$ cat config.mk
export PLATFORM = sky130hd
export DESIGN_NAME = lsu_ctrl_flat
export DESIGN_NICKNAME = d
export VERILOG_FILES = /design/src/rtl/lsu_ctrl_if.sv /design/src/rtl/lsu_ctrl.sv /design/src/flat_wrapper.sv
export SDC_FILE = /design/constraint.sdc
export NUM_CORES = 1
export LEC_CHECK = 0
export ABC_CLOCK_PERIOD_IN_PS = 2800
export CAP_MARGIN = 20
export CORE_UTILIZATION = 35
export CTS_BUF_LIST = sky130_fd_sc_hd__clkbuf_16
export DETAILED_ROUTE_END_ITERATION = 10
export GPL_TIMING_DRIVEN = 1
export PLACE_DENSITY = 0.71
export SLEW_MARGIN = 0
export SYNTH_ARGS = -nofsm -noshare
export SYNTH_HDL_FRONTEND = slang
export SYNTH_SLANG_ARGS = --single-unit
$ cat constraint.sdc
create_clock -name i_clk -period 2.8 [get_ports i_clk]
set_input_delay 0.56 -clock i_clk [delete_from_list [all_inputs] [get_ports i_clk]]
set_output_delay 0.56 -clock i_clk [all_outputs]
set_load 0.02 [all_outputs]
$ cat src/rtl/lsu_ctrl_if.sv
// lsu_ctrl_if: CPU request/response handshakes plus the data-memory port of the load/store controller.
// master: CPU/memory side; slave: lsu_ctrl side.
interface lsu_ctrl_if #(parameter int N = 64);
    logic         req_valid;
    logic         req_ready;
    logic [2:0]   req_op;
    logic [N-1:0] req_addr;
    logic [N-1:0] req_wdata;
    logic         resp_valid;
    logic         resp_ready;
    logic [N-1:0] resp_rdata;
    logic         resp_fault;
    logic         readtype;
    logic [1:0]   memwrite;
    logic [N-1:0] dataadr;
    logic [N-1:0] writedata;
    logic [N-1:0] readdata;
    modport master (
        output req_valid, req_op, req_addr, req_wdata, resp_ready, readdata,
        input  req_ready, resp_valid, resp_rdata, resp_fault, readtype, memwrite, dataadr, writedata
    );
    modport slave (
        input  req_valid, req_op, req_addr, req_wdata, resp_ready, readdata,
        output req_ready, resp_valid, resp_rdata, resp_fault, readtype, memwrite, dataadr, writedata
    );
endinterface

$ cat src/rtl/lsu_ctrl.sv
// lsu_ctrl: one-at-a-time load/store controller between the CPU and a 64-bit big-endian data memory.
// Ports: i_clk, i_reset (sync, active high), bus (lsu_ctrl_if.slave: request/response handshakes
// and memory readtype/memwrite/dataadr/writedata/readdata).
// Option: LSU_ALIGN_CHECK_EN reports misaligned word/doubleword accesses as faults instead of
// silently clearing the low address bits.
module lsu_ctrl #(parameter int N = 64) (
    input logic       i_clk,
    input logic       i_reset,
    lsu_ctrl_if.slave bus
);
    localparam logic [1:0] S_IDLE = 2'd0, S_ACCESS = 2'd1, S_RESP = 2'd2;
    localparam logic [2:0] OP_LB = 3'd0, OP_LBU = 3'd1, OP_LW = 3'd2, OP_LWU = 3'd3,
                           OP_LD = 3'd4, OP_SB = 3'd5, OP_SW = 3'd6, OP_SD = 3'd7;
    logic [1:0]   r_state;
    logic [2:0]   r_op;
    logic [N-1:0] r_addr;
    logic [N-1:0] r_wdata;
    logic [N-1:0] r_rdata;
    logic         r_fault;
    logic         w_accept, w_access, w_word, w_dword, w_mis;
    logic [31:0]  w_w;
    logic [4:0]   w_sh;
    logic [7:0]   w_b;
    logic [N-1:0] w_ld;
    assign w_word   = r_op == OP_LW || r_op == OP_LWU || r_op == OP_SW;
    assign w_dword  = r_op == OP_LD || r_op == OP_SD;
    assign w_accept = bus.req_valid && bus.req_ready;
    assign w_access = r_state == S_ACCESS && !i_reset;
`ifdef LSU_ALIGN_CHECK_EN
    assign w_mis       = (w_word && |r_addr[1:0]) || (w_dword && |r_addr[2:0]);
    assign bus.dataadr = r_addr;
`else
    assign w_mis       = 1'b0;
    assign bus.dataadr = {r_addr[N-1:3], r_addr[2] & ~w_dword, r_addr[1:0] & ~{2{w_word | w_dword}}};
`endif
    // Memory has already selected the word by addr[2]; byte 0 of a word is its most significant byte.
    assign w_w  = bus.readdata[31:0];
    assign w_sh = {~r_addr[1:0], 3'b000};
    assign w_b  = w_w[w_sh +: 8];
    always_comb begin
        w_ld = r_op == OP_LB  ? {{(N-8){w_b[7]}}, w_b} :
               r_op == OP_LBU ? {{(N-8){1'b0}}, w_b} :
               r_op == OP_LW  ? {{(N-32){w_w[31]}}, w_w} :
               r_op == OP_LWU ? {{(N-32){1'b0}}, w_w} :
               r_op == OP_LD  ? bus.readdata : '0;
    end
    assign bus.req_ready  = r_state == S_IDLE && !i_reset;
    assign bus.resp_valid = r_state == S_RESP && !i_reset;
    assign bus.resp_rdata = r_rdata;
    assign bus.resp_fault = r_fault;
    assign bus.writedata  = r_wdata;
    assign bus.readtype   = w_access && r_op == OP_LD;
    // Gating with reset inside w_access guarantees no partial write when reset hits ACCESS.
    assign bus.memwrite   = (!w_access || w_mis) ? 2'd0 :
                            r_op == OP_SD ? 2'd3 : r_op == OP_SB ? 2'd2 : r_op == OP_SW ? 2'd1 : 2'd0;
    always_ff @(posedge i_clk) begin
        if (i_reset) begin
            r_state <= S_IDLE;
            r_op    <= '0;
            r_addr  <= '0;
            r_wdata <= '0;
            r_rdata <= '0;
            r_fault <= 1'b0;
        end else if (w_accept) begin
            r_state <= S_ACCESS;
            r_op    <= bus.req_op;
            r_addr  <= bus.req_addr;
            r_wdata <= bus.req_wdata;
        end else if (r_state == S_ACCESS) begin
            r_state <= S_RESP;
            r_rdata <= w_mis ? '0 : w_ld;
            r_fault <= w_mis;
        end else if (r_state == S_RESP && bus.resp_ready) begin
            r_state <= S_IDLE;
        end
    end
endmodule

$ cat src/flat_wrapper.sv
// flat-port wrapper written by rule: the top's interface ports become plain ports
module lsu_ctrl_flat 
#(parameter int N = 64)
  (i_clk, i_reset, bus_req_valid, bus_req_op, bus_req_addr, bus_req_wdata, bus_resp_ready, bus_readdata, bus_req_ready, bus_resp_valid, bus_resp_rdata, bus_resp_fault, bus_readtype, bus_memwrite, bus_dataadr, bus_writedata);
  lsu_ctrl_if #(.N(N)) bus_i ();
  input logic i_clk;
  input logic i_reset;
  input wire logic [$bits(bus_i.req_valid)-1:0] bus_req_valid;
  input wire logic [$bits(bus_i.req_op)-1:0] bus_req_op;
  input wire logic [$bits(bus_i.req_addr)-1:0] bus_req_addr;
  input wire logic [$bits(bus_i.req_wdata)-1:0] bus_req_wdata;
  input wire logic [$bits(bus_i.resp_ready)-1:0] bus_resp_ready;
  input wire logic [$bits(bus_i.readdata)-1:0] bus_readdata;
  output wire logic [$bits(bus_i.req_ready)-1:0] bus_req_ready;
  output wire logic [$bits(bus_i.resp_valid)-1:0] bus_resp_valid;
  output wire logic [$bits(bus_i.resp_rdata)-1:0] bus_resp_rdata;
  output wire logic [$bits(bus_i.resp_fault)-1:0] bus_resp_fault;
  output wire logic [$bits(bus_i.readtype)-1:0] bus_readtype;
  output wire logic [$bits(bus_i.memwrite)-1:0] bus_memwrite;
  output wire logic [$bits(bus_i.dataadr)-1:0] bus_dataadr;
  output wire logic [$bits(bus_i.writedata)-1:0] bus_writedata;
  assign bus_i.req_valid = bus_req_valid;
  assign bus_i.req_op = bus_req_op;
  assign bus_i.req_addr = bus_req_addr;
  assign bus_i.req_wdata = bus_req_wdata;
  assign bus_i.resp_ready = bus_resp_ready;
  assign bus_i.readdata = bus_readdata;
  assign bus_req_ready = bus_i.req_ready;
  assign bus_resp_valid = bus_i.resp_valid;
  assign bus_resp_rdata = bus_i.resp_rdata;
  assign bus_resp_fault = bus_i.resp_fault;
  assign bus_readtype = bus_i.readtype;
  assign bus_memwrite = bus_i.memwrite;
  assign bus_dataadr = bus_i.dataadr;
  assign bus_writedata = bus_i.writedata;
  lsu_ctrl #(.N(N)) u_core (.i_clk(i_clk), .i_reset(i_reset), .bus(bus_i));
endmodule
==> results of run 1 <==
[what timing repair did]
action	CTS	global route
pin swaps	0	0
gates resized for setup	1	2
endpoints found under the setup margin	1	2
[registers in the layout, indices dropped and copies added (netlist names)]
name                   count
u_core.r_op                3
u_core.r_state             2
u_core.bus.writedata      64
u_core.r_addr             64
u_core.bus.resp_rdata     64
[worst max path at each step]
stage                                   startpoint  cells past startpoint                               endpoint
floorplan                                  i_reset                      3                         bus_resp_valid
global route        u_core.r_state[0]$_SDFFE_PP0P_                      4                        bus_memwrite[1]
detailed placement                   bus_req_valid                      5  u_core.bus.writedata[55]$_SDFFE_PP0P_
finish              u_core.r_state[0]$_SDFFE_PP0P_                      4                        bus_memwrite[1]
CTS                    u_core.r_op[2]$_SDFFE_PP0P_                      4                         bus_dataadr[1]
global placement                     bus_req_valid                      5         u_core.r_addr[54]$_SDFFE_PP0P_
[Yosys cell counts (2+ instances only)]
master | number | area [µm²]
nand2_1 | 294 | 1100
dfxtp_1 | 197 | 3940
a21oi_1 | 134 | 671
buf_4 | 75 | 563
nor2_1 | 68 | 255
clkbuf_1 | 40 | 150
a311oi_1 | 33 | 289
a211oi_1 | 31 | 233
o21ai_0 | 25 | 125
buf_2 | 18 | 90.1
buf_6 | 10 | 113
mux2_2 | 9 | 101
nor2b_1 | 8 | 50.1
a221oi_1 | 7 | 61.3
a32oi_1 | 7 | 61.3
nor3b_1 | 6 | 45.0
a21o_1 | 2 | 15.0
and3_1 | 2 | 12.5
inv_1 | 2 | 7.51
nor3_1 | 2 | 10.0
[worst reg2reg max path: cells and delay by family (launching register included)]
family,cells,cell delay (ns)
compound gates,2,0.52
buf+inv,2,0.75
flops,1,0.33
simple gates,1,0.22
[area by class of cell]
class | instances | area (µm²) | share of cell area [%]
antenna | 1 | 2.50 | 0.0203
clock buffer | 17 | 425 | 3.46
clock inverter | 15 | 189 | 1.54
inverter | 2 | 7.51 | 0.0610
multi-input combinational | 641 | 3200 | 26.0
sequential | 197 | 3950 | 32.1
tap | 285 | 357 | 2.90
timing repair buffer | 416 | 4180 | 34.0
[layer usage]
metal | track usage (%) | vias to the layer above
met4 | 8.90 | 4
li1 | - | 3814
met2 | 35.5 | 319
met5 | 0 | -
met3 | 7.24 | 44
met1 | 26.1 | 3577
[per-stage QoR]
stage	instances	area (µm²)	hold slack, ns	power [mW]
finish	1574	12300	0.365	6.98
global route	1574	12300	0.351	7.30
floorplan	984	8040	0.432	3.83
CTS	1573	12300	0.351	7.05
detailed placement	1541	11700	0.446	4.51
global placement	1541	11700	0.438	4.50
[power groups by stage]
stage / sequential, mW / clock [mW] / combinational [mW]
floorplan: 3.26 / 0 / 0.569
global placement: 3.12 / 0 / 1.38
detailed placement: 3.12 / 0 / 1.39
CTS: 3.06 / 2.59 / 1.39
global route: 3.08 / 2.74 / 1.48
finish: 3.06 / 2.54 / 1.38
[cell families (layout without fill, tap and decap cells)]
kind of cell / Yosys count / count (layout) / share of synthesized area, %
other: 1 / 2 / 0.0467
AO/OA/AOI/OAI: 242 / 242 / 18.4
XOR/XNOR: 1 / 1 / 0.109
AND/OR/NAND/NOR: 387 / 387 / 19.3
buffers and inverters: 146 / 450 / 11.5
flip-flops: 197 / 197 / 49.1
multiplexers: 10 / 10 / 1.54
==> impl_results.html, run 1 <==
<table>
<tr><th>Metric</th><th>Value</th></tr>
<tr><th colspan="2">Run status</th></tr>
<tr><td>Status</td><td>finished clean</td></tr>
<tr><th colspan="2">Clock network</th></tr>
<tr><td>Total CTS buffers</td><td>17</td></tr>
<tr><td>Maximum buffer depth of the clock tree</td><td>2</td></tr>
<tr><td>Post-CTS setup buffers</td><td>0</td></tr>
<tr><td>Clock transition at path regs</td><td>0.08 ns</td></tr>
<tr><td>Clock tree from TritonCTS</td><td>built</td></tr>
<tr><td>Master cell of the clock root buffer</td><td>clkbuf_16</td></tr>
<tr><td>Clock network latency to the later pin of the worst-skew pair</td><td>roughly 0.43 ns</td></tr>
<tr><td># clock sinks</td><td>197</td></tr>
<tr><td>Hold-fix buffers, CTS</td><td>0</td></tr>
<tr><td>Number of H-tree levels</td><td>4</td></tr>
<tr><th colspan="2">Floorplan</th></tr>
<tr><td>Number of core rows</td><td>55</td></tr>
<tr><td>Overall die width</td><td>around 150 µm</td></tr>
<tr><td>Area inside the core boundary</td><td>approximately 23000 µm²</td></tr>
<tr><td>Die outline area</td><td>between 20000 and 25000 µm²</td></tr>
<tr><td>Top-Level Pins</td><td>between 300 and 400</td></tr>
<tr><td>Starting Density</td><td>a little over a third</td></tr>
<tr><td>Vert. Die Dim</td><td>around 150 µm</td></tr>
<tr><th colspan="2">Worst hold path</th></tr>
<tr><td>Startpoint of the most critical hold path</td><td>i_reset</td></tr>
<tr><td>Min-Delay Path Depth</td><td>2</td></tr>
<tr><td>Worst hold path endpoint</td><td>u_core.r_op[1]$_SDFFE_PP0P_</td></tr>
<tr><td>Class of the tightest hold or removal check</td><td>input pin to flop</td></tr>
<tr><th colspan="2">Final layout</th></tr>
<tr><td>Fill cell total of the finished layout</td><td>~2100</td></tr>
<tr><td>Most common library cell in the layout ignoring fill and taps</td><td>clkdlybuf4s50_1</td></tr>
<tr><td>Final nets</td><td>1474</td></tr>
<tr><td>Fin util</td><td>54.5%</td></tr>
<tr><td>Synth-to-Final Area Change</td><td>53.1%</td></tr>
<tr><td>Commonest cells after routing, fill and taps aside</td><td>clkdlybuf4s50_1 (392), nand2_1 (294), dfxtp_1 (196), a21oi_1 (133), nor2_1 (68)</td></tr>
<tr><td>Layout cell share with drive strength beyond 1</td><td>about 5.6%</td></tr>
<tr><th colspan="2">Routing</th></tr>
<tr><td>Routed length on met3</td><td>2280 µm</td></tr>
<tr><td>Via density</td><td>4.93</td></tr>
<tr><td>Wirelength, routed</td><td>26200 µm</td></tr>
<tr><td>Routed length on met1</td><td>between 10000 and 15000 µm</td></tr>
<tr><td>Vias after detailed routing</td><td>about 7800</td></tr>
<tr><td>Max layer used</td><td>met5</td></tr>
<tr><td>Routed met2 length</td><td>roughly 12000 µm</td></tr>
<tr><td>Detailed Route Iter0 Violations</td><td>around 470</td></tr>
<tr><td>Final routed DRC violation total</td><td>0</td></tr>
<tr><td>Average wire per standard cell</td><td>around 17 µm</td></tr>
<tr><td>Iteration count of the initial detailed-routing pass</td><td>5</td></tr>
<tr><td>Number of nets with antenna violations after routing</td><td>0</td></tr>
<tr><th colspan="2">Synth</th></tr>
<tr><td>Count of flip-flops with a built-in enable after synthesis</td><td>0</td></tr>
<tr><td>Syn Area/Cell</td><td>8.17 µm²</td></tr>
<tr><td>Post-synth top flop</td><td>dfxtp_1</td></tr>
<tr><td>Proportion of synthesized chip area in sequential cells</td><td>between 40% and 50%</td></tr>
<tr><td>Yosys warning total</td><td>0</td></tr>
<tr><td>Post-synthesis cell count</td><td>between 900 and 1000</td></tr>
<tr><td>Syn_nets</td><td>1183</td></tr>
<tr><td>Distinct cell type count of the synthesized netlist</td><td>34</td></tr>
<tr><td>Post-synth design cell area</td><td>between 8000 and 9000 µm²</td></tr>
<tr><td>Yosys reg bits</td><td>a little under 200</td></tr>
<tr><td>Async SR Flop Fraction</td><td>0%</td></tr>
<tr><th colspan="2">Placed design</th></tr>
<tr><td>Final GP Congestion</td><td>0.785</td></tr>
<tr><td>Placed wire-length estimate</td><td>between 15000 and 20000 µm</td></tr>
<tr><td>Minimum setup slack after placement</td><td>~0.43 ns</td></tr>
<tr><td>Total of buffers placed on input and output ports</td><td>395</td></tr>
<tr><th colspan="2">STA</th></tr>
<tr><td>Layout Skew</td><td>~0.015 ns</td></tr>
<tr><td>Final Hold Fails</td><td>0</td></tr>
<tr><td>Setup-failing EPs final</td><td>0</td></tr>
<tr><td>Final total negative setup slack</td><td>0 ns</td></tr>
<tr><td>Pin slew with the least headroom to its limit</td><td>around 0.94 ns</td></tr>
<tr><td>Final critical-path setup slack</td><td>roughly 0.20 ns</td></tr>
<tr><td>Unrepaired setup endpoints after global routing</td><td>false</td></tr>
<tr><td>Share of the clock period used by the worst path</td><td>about 93%</td></tr>
<tr><td>Worst max-slew margin expressed relative to the limit</td><td>37.1%</td></tr>
<tr><td>Pins Over Slew Limit</td><td>0</td></tr>
<tr><td>Fmax achieved</td><td>0.384 GHz</td></tr>
<tr><td>Time the final worst path needs with I/O delays and setup</td><td>2.60 ns</td></tr>
<tr><th colspan="2">Worst setup path</th></tr>
<tr><td>Worst setup slack for register-to-register paths</td><td>approximately 0.89 ns</td></tr>
<tr><td>RR Endpoint</td><td>u_core.bus.resp_rdata[31]$_SDFFE_PP0P_</td></tr>
<tr><td>Crit path max fanout</td><td>9</td></tr>
<tr><td>Cell-by-cell trace of the critical path</td><td>nand2b_1 -&gt; nor2_1 -&gt; and3_1 -&gt; clkdlybuf4s50_1</td></tr>
<tr><td>Delay of the slowest cell on the worst path</td><td>approximately 0.65 ns</td></tr>
<tr><td>Buf+Inv Stages, Crit Path</td><td>1</td></tr>
<tr><td>Data arrival time of the critical path</td><td>around 2.0 ns</td></tr>
<tr><td>Setup Crit Path Kind</td><td>flop to output pin</td></tr>
<tr><td>Startpoint of the lowest-slack register-to-register path</td><td>u_core.r_op[2]$_SDFFE_PP0P_</td></tr>
<tr><td>Type of destination of the critical path</td><td>output pin</td></tr>
<tr><td>Path depth of the worst reg2reg path</td><td>5</td></tr>
<tr><td>Critical-path cell with the highest stage delay</td><td>clkdlybuf4s50_1</td></tr>
<tr><td>Crit path required time</td><td>about 2.2 ns</td></tr>
<tr><td>Delay-heaviest family, CP</td><td>buffers and inverters</td></tr>
<tr><td>Crit path launch type</td><td>flop</td></tr>
<tr><th colspan="2">Pwr</th></tr>
<tr><td>Pwr per Cell Area</td><td>~570 nW/µm²</td></tr>
<tr><td>Share of power burned in registers</td><td>around 44%</td></tr>
<tr><td>Worst ir drop on vdd</td><td>approximately 0.34 mV</td></tr>
<tr><td>Leakage power figure</td><td>between 4 and 5 nW</td></tr>
<tr><td>Internal</td><td>4.96 mW</td></tr>
<tr><td>Portion of total power attributed to the clock network</td><td>36.4%</td></tr>
<tr><td>Combinational fraction of design power</td><td>roughly a fifth</td></tr>
<tr><td>Net Switching</td><td>around 2.0 mW</td></tr>
<tr><td>Switching power as a share of total power</td><td>between 20% and 30%</td></tr>
<tr><th colspan="2">GRT</th></tr>
<tr><td>Global-route total usage across every layer</td><td>between 20 and 25%</td></tr>
<tr><td>Initial antenna violation count</td><td>3</td></tr>
<tr><td>Number of global-route vias before repair</td><td>~7100</td></tr>
<tr><td>Sum of overflow across all layers after global routing</td><td>0</td></tr>
<tr><td>Wire length of the first global-routing pass</td><td>40400 µm</td></tr>
<tr><td>Pin count of the biggest net entering global routing</td><td>88</td></tr>
<tr><th colspan="2">Flow run</th></tr>
<tr><td>Max-cap violations</td><td>0</td></tr>
</table>
Note: power is estimated with default switching activity, not from simulation.
==> run 2: changes to the inputs <==
--- a/config.mk
+++ b/config.mk
@@ -5,7 +5,7 @@
 export SDC_FILE = /design/constraint.sdc
 export NUM_CORES = 1
 export LEC_CHECK = 0
-export ABC_CLOCK_PERIOD_IN_PS = 2800
+export ABC_CLOCK_PERIOD_IN_PS = 3000
 export CAP_MARGIN = 20
 export CORE_UTILIZATION = 35
 export CTS_BUF_LIST = sky130_fd_sc_hd__clkbuf_16
==> constraint.sdc (replaced) <==
create_clock -name i_clk -period 3 [get_ports i_clk]
set_input_delay 0.6 -clock i_clk [delete_from_list [all_inputs] [get_ports i_clk]]
set_output_delay 0.6 -clock i_clk [all_outputs]
set_load 0.02 [all_outputs]
==> impl_results.html, run 2 (synthesis gave the netlist of run 1 again) <==
<table>
<tr><th>Metric</th><th>Value</th></tr>
<tr><th colspan="2">Clock network</th></tr>
<tr><td>Total CTS buffers</td><td>17</td></tr>
<tr><td>Maximum buffer depth of the clock tree</td><td>2</td></tr>
<tr><td>Master cell of the clock root buffer</td><td>clkbuf_16</td></tr>
<tr><td>Clock transition at path regs</td><td>around 0.080 ns</td></tr>
<tr><td>Clock network latency to the later pin of the worst-skew pair</td><td>approximately 0.43 ns</td></tr>
<tr><td># clock sinks</td><td>a little under 200</td></tr>
<tr><td>Count of cells resized by post-cts repair</td><td>0</td></tr>
<tr><td>Post-CTS setup buffers</td><td>0</td></tr>
<tr><td>Clock tree from TritonCTS</td><td>built</td></tr>
<tr><td>Number of H-tree levels</td><td>4</td></tr>
<tr><td>Hold-fix buffers, CTS</td><td>0</td></tr>
<tr><th colspan="2">STA</th></tr>
<tr><td>Pins Over Slew Limit</td><td>0</td></tr>
<tr><td>Pin slew with the least headroom to its limit</td><td>0.952 ns</td></tr>
<tr><td>Final Hold Fails</td><td>0</td></tr>
<tr><td>Setup-failing EPs final</td><td>0</td></tr>
<tr><td>Worst max-slew margin expressed relative to the limit</td><td>36.5%</td></tr>
<tr><td>Unrepaired setup endpoints after global routing</td><td>false</td></tr>
<tr><td>Share of the clock period used by the worst path</td><td>between 90% and 100%</td></tr>
<tr><td>Final total negative setup slack</td><td>0 ns</td></tr>
<tr><td>Time the final worst path needs with I/O delays and setup</td><td>2.79 ns</td></tr>
<tr><td>Fmax achieved</td><td>0.358 GHz</td></tr>
<tr><td>Layout Skew</td><td>0.0127 ns</td></tr>
<tr><td>Worst hold margin</td><td>between 0.3 and 0.4 ns</td></tr>
<tr><th colspan="2">Run status</th></tr>
<tr><td>Status</td><td>finished clean</td></tr>
<tr><th colspan="2">Routing</th></tr>
<tr><td>Average wire per standard cell</td><td>16.5 µm</td></tr>
<tr><td>Detailed Route Iter0 Violations</td><td>about 410</td></tr>
<tr><td>Iteration count of the initial detailed-routing pass</td><td>6</td></tr>
<tr><td>Routed length on met1</td><td>about 11000 µm</td></tr>
<tr><td>Vias after detailed routing</td><td>between 7000 and 8000</td></tr>
<tr><td>Routed length on met3</td><td>2150 µm</td></tr>
<tr><td>Via density</td><td>4.83</td></tr>
<tr><td>Routed met2 length</td><td>around 13000 µm</td></tr>
<tr><td>Number of nets with antenna violations after routing</td><td>0</td></tr>
<tr><td>Wirelength, routed</td><td>25900 µm</td></tr>
<tr><td>Max layer used</td><td>met5</td></tr>
<tr><td>Final routed DRC violation total</td><td>0</td></tr>
<tr><th colspan="2">Final layout</th></tr>
<tr><td>Layout cell share with drive strength beyond 1</td><td>under 10%</td></tr>
<tr><td>Antenna diode count</td><td>0</td></tr>
<tr><td>Synth-to-Final Area Change</td><td>51.8%</td></tr>
<tr><td>Final nets</td><td>1469</td></tr>
<tr><td>Fill cell total of the finished layout</td><td>2086</td></tr>
<tr><td>Fin util</td><td>54.1%</td></tr>
<tr><td>Commonest cells after routing, fill and taps aside</td><td>clkdlybuf4s50_1 (394), nand2_1 (294), dfxtp_1 (197), a21oi_1 (133), nor2_1 (68)</td></tr>
<tr><td>Most common library cell in the layout ignoring fill and taps</td><td>clkdlybuf4s50_1</td></tr>
<tr><th colspan="2">Pwr</th></tr>
<tr><td>Pwr per Cell Area</td><td>between 500 and 600 nW/µm²</td></tr>
<tr><td>Leakage power figure</td><td>approximately 4.2 nW</td></tr>
<tr><td>Worst ir drop on vdd</td><td>about 0.32 mV</td></tr>
<tr><td>Tot Pwr</td><td>roughly 6.4 mW</td></tr>
<tr><th colspan="2">Worst setup path</th></tr>
<tr><td>Delay of the slowest cell on the worst path</td><td>approximately 0.68 ns</td></tr>
<tr><td>Buf+Inv Stages, Crit Path</td><td>1</td></tr>
<tr><td>Data arrival time of the critical path</td><td>2.19 ns</td></tr>
<tr><td>Crit path required time</td><td>between 2 and 2.5 ns</td></tr>
<tr><td>Setup Crit Path Kind</td><td>flop to output pin</td></tr>
<tr><td>Cell-by-cell trace of the critical path</td><td>xnor2_1 -&gt; a21boi_0 -&gt; clkdlybuf4s50_1</td></tr>
<tr><td>Type of destination of the critical path</td><td>output pin</td></tr>
<tr><td>Crit path launch type</td><td>flop</td></tr>
<tr><td>Critical-path cell with the highest stage delay</td><td>dfxtp_1</td></tr>
<tr><td>Crit path max fanout</td><td>12</td></tr>
<tr><td>Delay-heaviest family, CP</td><td>flip-flops</td></tr>
<tr><th colspan="2">GRT</th></tr>
<tr><td>Number of global-route vias before repair</td><td>roughly 7000</td></tr>
<tr><td>Wire length of the first global-routing pass</td><td>39500 µm</td></tr>
<tr><td>Sum of overflow across all layers after global routing</td><td>0</td></tr>
<tr><td>Pin count of the biggest net entering global routing</td><td>130</td></tr>
<tr><td>Global-route total usage across every layer</td><td>a little over a fifth</td></tr>
<tr><td>Initial antenna violation count</td><td>2</td></tr>
<tr><th colspan="2">Placed design</th></tr>
<tr><td>Total of buffers placed on input and output ports</td><td>around 400</td></tr>
<tr><td>Final GP Congestion</td><td>0.779</td></tr>
<tr><td>Placed wire-length estimate</td><td>~18000 µm</td></tr>
<tr><th colspan="2">Worst hold path</th></tr>
<tr><td>Class of the tightest hold or removal check</td><td>input pin to flop</td></tr>
<tr><th colspan="2">Floorplan</th></tr>
<tr><td>Vert. Die Dim</td><td>154 µm</td></tr>
<tr><td>Number of core rows</td><td>between 50 and 60</td></tr>
<tr><td>Die outline area</td><td>23600 µm²</td></tr>
<tr><td>Top-Level Pins</td><td>~400</td></tr>
<tr><td>Starting Density</td><td>35.6%</td></tr>
<tr><td>Area inside the core boundary</td><td>roughly 23000 µm²</td></tr>
<tr><td>Overall die width</td><td>roughly 150 µm</td></tr>
<tr><th colspan="2">Flow run</th></tr>
<tr><td>Max-cap violations</td><td>0</td></tr>
</table>
-- run 2: worst register-to-register path, cell delays in order, from the launching register on --
cell	delay, ns
dfxtp_1	0.35
buf_4	0.22
nor3b_4	0.22
buf_4	0.54
a221oi_1	0.21
a211oi_1	0.31
-- run 2: path summary, 6_finish.rpt --
path | endpoint | slack [ns] | start | cells past startpoint
setup / recovery | bus_dataadr[2] | 0.21 | u_core.r_op[1]$_SDFFE_PP0P_ | 3
hold / removal | u_core.r_state[0]$_SDFFE_PP0P_ | 0.37 | i_reset | 2
setup reg to reg | u_core.bus.resp_rdata[3]$_SDFFE_PP0P_ | 1.04 | u_core.r_op[2]$_SDFFE_PP0P_ | 5
hold reg to reg | u_core.bus.writedata[61]$_SDFFE_PP0P_ | 0.45 | u_core.bus.writedata[61]$_SDFFE_PP0P_ | 2
-- run 2: per-layer routing --
metal	vias up	track usage (%)
met5	-	0
met4	4	6.52
li1	3802	-
met2	280	36.9
met1	3450	24.6
met3	36	7.33
-- run 2: final cells by class --
class	count	area [µm²]	area share [%]
Clock buffer	17	425	3.49
Clock inverter	15	156	1.28
Inverter	2	7.51	0.0615
Multi-Input combinational cell	641	3200	26.2
Sequential cell	197	3940	32.3
Tap cell	285	357	2.92
Timing Repair Buffer	411	4110	33.7
-- run 2: power by group --
group / leakage, nW / total (mW) / internal (mW) / switching [mW]
Combinational: 2.30 / 1.28 / 0.641 / 0.638
Sequential: 1.61 / 2.85 / 2.77 / 0.0840
Clock: 0.284 / 2.28 / 1.12 / 1.16
-- run 2: metrics by stage --
step	area, µm²	std cells	setup WS (ns)
global placement	11600	1536	0.633
global route	12200	1568	0.0731
floorplan	8040	984	0.891
CTS	12200	1568	0.151
detailed placement	11600	1536	0.635
finish	12200	1568	0.210
==> run 3: changes to the inputs <==
--- a/config.mk
+++ b/config.mk
@@ -7,11 +7,13 @@
 export LEC_CHECK = 0
 export ABC_CLOCK_PERIOD_IN_PS = 3000
 export CAP_MARGIN = 20
+export CORE_MARGIN = 2
 export CORE_UTILIZATION = 35
 export CTS_BUF_LIST = sky130_fd_sc_hd__clkbuf_16
 export DETAILED_ROUTE_END_ITERATION = 10
 export GPL_TIMING_DRIVEN = 1
 export PLACE_DENSITY = 0.71
+export SKIP_CTS_REPAIR_TIMING = 1
 export SLEW_MARGIN = 0
 export SYNTH_ARGS = -nofsm -noshare
 export SYNTH_HDL_FRONTEND = slang
==> constraint.sdc (replaced) <==
create_clock -name i_clk -period 3 [get_ports i_clk]
set_input_delay 0.6 -clock i_clk [delete_from_list [all_inputs] [get_ports i_clk]]
set_output_delay 0.6 -clock i_clk [all_outputs]
set_load 0.1 [all_outputs]
==> impl_results.html, run 3 (synthesis gave the netlist of run 1 again) <==
<table>
<tr><th>Metric</th><th>Value</th></tr>
<tr><th colspan="2">Worst setup path</th></tr>
<tr><td>Worst setup slack for register-to-register paths</td><td>0.91 ns</td></tr>
<tr><td>Capturing element of the worst setup path</td><td>bus_dataadr[2]</td></tr>
<tr><td>Setup Crit Path Kind</td><td>flop to output pin</td></tr>
<tr><td>RR Endpoint</td><td>u_core.bus.resp_rdata[55]$_SDFFE_PP0P_</td></tr>
<tr><td>Worst setup startpoint</td><td>u_core.r_op[1]$_SDFFE_PP0P_</td></tr>
<tr><td>Crit path max fanout</td><td>12</td></tr>
<tr><td>Crit path required time</td><td>about 2.4 ns</td></tr>
<tr><td>Data arrival time of the critical path</td><td>between 1.5 and 2 ns</td></tr>
<tr><td>Startpoint of the lowest-slack register-to-register path</td><td>u_core.r_op[1]$_SDFFE_PP0P_</td></tr>
<tr><td>Type of destination of the critical path</td><td>output pin</td></tr>
<tr><td>Crit path launch type</td><td>flop</td></tr>
<tr><td>Path depth of the worst reg2reg path</td><td>5</td></tr>
<tr><th colspan="2">GRT</th></tr>
<tr><td>Pin count of the biggest net entering global routing</td><td>between 100 and 150</td></tr>
<tr><td>Initial antenna violation count</td><td>1</td></tr>
<tr><td>GR Layer Usage met3</td><td>under 10%</td></tr>
<tr><td>Sum of overflow across all layers after global routing</td><td>0</td></tr>
<tr><td>Global-route total usage across every layer</td><td>between 20% and 30%</td></tr>
<tr><td>GR Layer Usage met1</td><td>25.4%</td></tr>
<tr><td>Met2 Track Usage GR</td><td>between 30% and 40%</td></tr>
<tr><td>Gr busiest metal</td><td>met2</td></tr>
<tr><td>Number of global-route vias before repair</td><td>around 7100</td></tr>
<tr><td>Wire length of the first global-routing pass</td><td>between 30000 and 40000 µm</td></tr>
<tr><th colspan="2">Pwr</th></tr>
<tr><td>Worst ir drop on vdd</td><td>0.313 mV</td></tr>
<tr><td>Net Switching</td><td>2.79 mW</td></tr>
<tr><td>Internal</td><td>around 4.5 mW</td></tr>
<tr><td>Pwr per Cell Area</td><td>approximately 620 nW/µm²</td></tr>
<tr><td>Combinational fraction of design power</td><td>29.6%</td></tr>
<tr><td>Leakage power figure</td><td>4.59 nW</td></tr>
<tr><td>Switching power as a share of total power</td><td>around two fifths</td></tr>
<tr><td>Portion of total power attributed to the clock network</td><td>30.9%</td></tr>
<tr><td>Share of power burned in registers</td><td>between 30% and 40%</td></tr>
<tr><th colspan="2">Clock network</th></tr>
<tr><td>Master cell of the clock root buffer</td><td>clkbuf_16</td></tr>
<tr><td>Clock transition at path regs</td><td>~0.080 ns</td></tr>
<tr><td>Clock network latency to the later pin of the worst-skew pair</td><td>~0.43 ns</td></tr>
<tr><td># clock sinks</td><td>197</td></tr>
<tr><td>Number of H-tree levels</td><td>4</td></tr>
<tr><td>Total CTS buffers</td><td>17</td></tr>
<tr><td>Maximum buffer depth of the clock tree</td><td>2</td></tr>
<tr><td>Clock tree from TritonCTS</td><td>built</td></tr>
<tr><th colspan="2">Floorplan</th></tr>
<tr><td>Top-Level Pins</td><td>just under 400</td></tr>
<tr><td>Overall die width</td><td>roughly 160 µm</td></tr>
<tr><td>Starting Density</td><td>a little over a third</td></tr>
<tr><td>Vert. Die Dim</td><td>between 150 and 200 µm</td></tr>
<tr><td>Die outline area</td><td>between 20000 and 25000 µm²</td></tr>
<tr><td>Number of core rows</td><td>55</td></tr>
<tr><td>Area inside the core boundary</td><td>approximately 23000 µm²</td></tr>
<tr><th colspan="2">STA</th></tr>
<tr><td>Worst hold margin</td><td>~0.45 ns</td></tr>
<tr><td>Unrepaired setup endpoints after global routing</td><td>false</td></tr>
<tr><td>Worst max-slew margin expressed relative to the limit</td><td>about two fifths</td></tr>
<tr><td>Fmax achieved</td><td>just under 0.4 GHz</td></tr>
<tr><td>Share of the clock period used by the worst path</td><td>approximately 86%</td></tr>
<tr><td>Layout Skew</td><td>roughly 0.016 ns</td></tr>
<tr><td>Pins Over Slew Limit</td><td>0</td></tr>
<tr><td>Final Hold Fails</td><td>0</td></tr>
<tr><td>Time the final worst path needs with I/O delays and setup</td><td>around 2.6 ns</td></tr>
<tr><td>Setup-failing EPs final</td><td>0</td></tr>
<tr><td>Pin slew with the least headroom to its limit</td><td>between 0.8 and 0.9 ns</td></tr>
<tr><th colspan="2">Flow run</th></tr>
<tr><td>Max-cap violations</td><td>0</td></tr>
<tr><th colspan="2">Final layout</th></tr>
<tr><td>Final nets</td><td>about 1500</td></tr>
<tr><td>Synth-to-Final Area Change</td><td>46.8%</td></tr>
<tr><td>Commonest cells after routing, fill and taps aside</td><td>nand2_1 (294), buf_4 (206), clkdlybuf4s50_1 (197), dfxtp_1 (197), a21oi_1 (133)</td></tr>
<tr><td>Layout cell share with drive strength beyond 1</td><td>about a fifth</td></tr>
<tr><td>Fin util</td><td>between 50% and 60%</td></tr>
<tr><td>Antenna diode count</td><td>0</td></tr>
<tr><td>Most common library cell in the layout ignoring fill and taps</td><td>nand2_1</td></tr>
<tr><th colspan="2">Placed design</th></tr>
<tr><td>Final GP Congestion</td><td>around 0.84</td></tr>
<tr><td>Total of buffers placed on input and output ports</td><td>around 400</td></tr>
<tr><td>Placed wire-length estimate</td><td>~19000 µm</td></tr>
<tr><th colspan="2">Routing</th></tr>
<tr><td>Average wire per standard cell</td><td>16.6 µm</td></tr>
<tr><td>Final routed DRC violation total</td><td>0</td></tr>
<tr><td>Via density</td><td>roughly 4.9</td></tr>
<tr><td>Iteration count of the initial detailed-routing pass</td><td>5</td></tr>
<tr><td>Number of nets with antenna violations after routing</td><td>0</td></tr>
<tr><td>Detailed Route Iter0 Violations</td><td>between 500 and 600</td></tr>
<tr><td>Vias after detailed routing</td><td>between 7000 and 8000</td></tr>
<tr><td>Wirelength, routed</td><td>26000 µm</td></tr>
<tr><th colspan="2">Worst hold path</th></tr>
<tr><td>Class of the tightest hold or removal check</td><td>flop to flop</td></tr>
<tr><th colspan="2">Run status</th></tr>
<tr><td>Status</td><td>finished clean</td></tr>
</table>
## run 3: stage by stage
stage	power [mW]	setup TNS (ns)	instance area [µm²]	std cells	setup WS (ns)
6_report	7.26	0	11800	1570	0.420
5_1_grt	7.52	0	11800	1570	0.299
4_1_cts	7.32	0	11800	1570	0.349
3_5_place_dp	5.08	0	11200	1538	0.624
3_3_place_gp	5.07	0	11200	1538	0.681
2_1_floorplan	4.50	-1.65	8050	984	-0.614
## run 3: routing by layer
metal  share of wire [%]  wire length, µm  vias up
met1                  41            10600     3512
met5               0.050               13        -
met3                 9.2             2390       27
met2                  48            12600      305
li1                    -                -     3806
met4                 1.6              403        2
## run 3: power groups by stage
| stage | clock network, mW | logic [mW] | registers (mW) |
|---|---|---|---|
| 2_1_floorplan | 0 | 0.794 | 3.71 |
| 3_3_place_gp | 0 | 2.15 | 2.92 |
| 3_5_place_dp | 0 | 2.16 | 2.93 |
| 4_1_cts | 2.30 | 2.16 | 2.87 |
| 5_1_grt | 2.39 | 2.24 | 2.89 |
| 6_report | 2.24 | 2.15 | 2.87 |
## run 3: how the worst min path moves through the flow
stage                                                startpoint                                    end  slack [ns]  depth (start not counted)
final                            u_core.r_addr[21]$_SDFFE_PP0P_         u_core.r_addr[21]$_SDFFE_PP0P_        0.45                          2
after global routing             u_core.r_addr[46]$_SDFFE_PP0P_         u_core.r_addr[46]$_SDFFE_PP0P_        0.47                          2
after CTS                         u_core.r_addr[2]$_SDFFE_PP0P_          u_core.r_addr[2]$_SDFFE_PP0P_        0.46                          2
after detailed placement          u_core.r_addr[2]$_SDFFE_PP0P_          u_core.r_addr[2]$_SDFFE_PP0P_        0.45                          2
after global placement    u_core.bus.writedata[15]$_SDFFE_PP0P_  u_core.bus.writedata[15]$_SDFFE_PP0P_        0.44                          2
after floorplan                   u_core.r_addr[2]$_SDFFE_PP0P_          u_core.r_addr[2]$_SDFFE_PP0P_        0.43                          2
## run 3: cell type report
class	count	area, µm²
sequential	197	3940
multi-input combinational	641	3210
tap	285	357
clock buffer	17	425
timing repair buffer	413	3710
inverter	2	7.51
clock inverter	15	143
fill	2112	10800
## run 3: critical path, cell delays in order, from the launching register on
cell	delay (ns)
dfxtp_1	0.71
xnor2_1	0.12
a21boi_0	0.34
buf_4	0.37
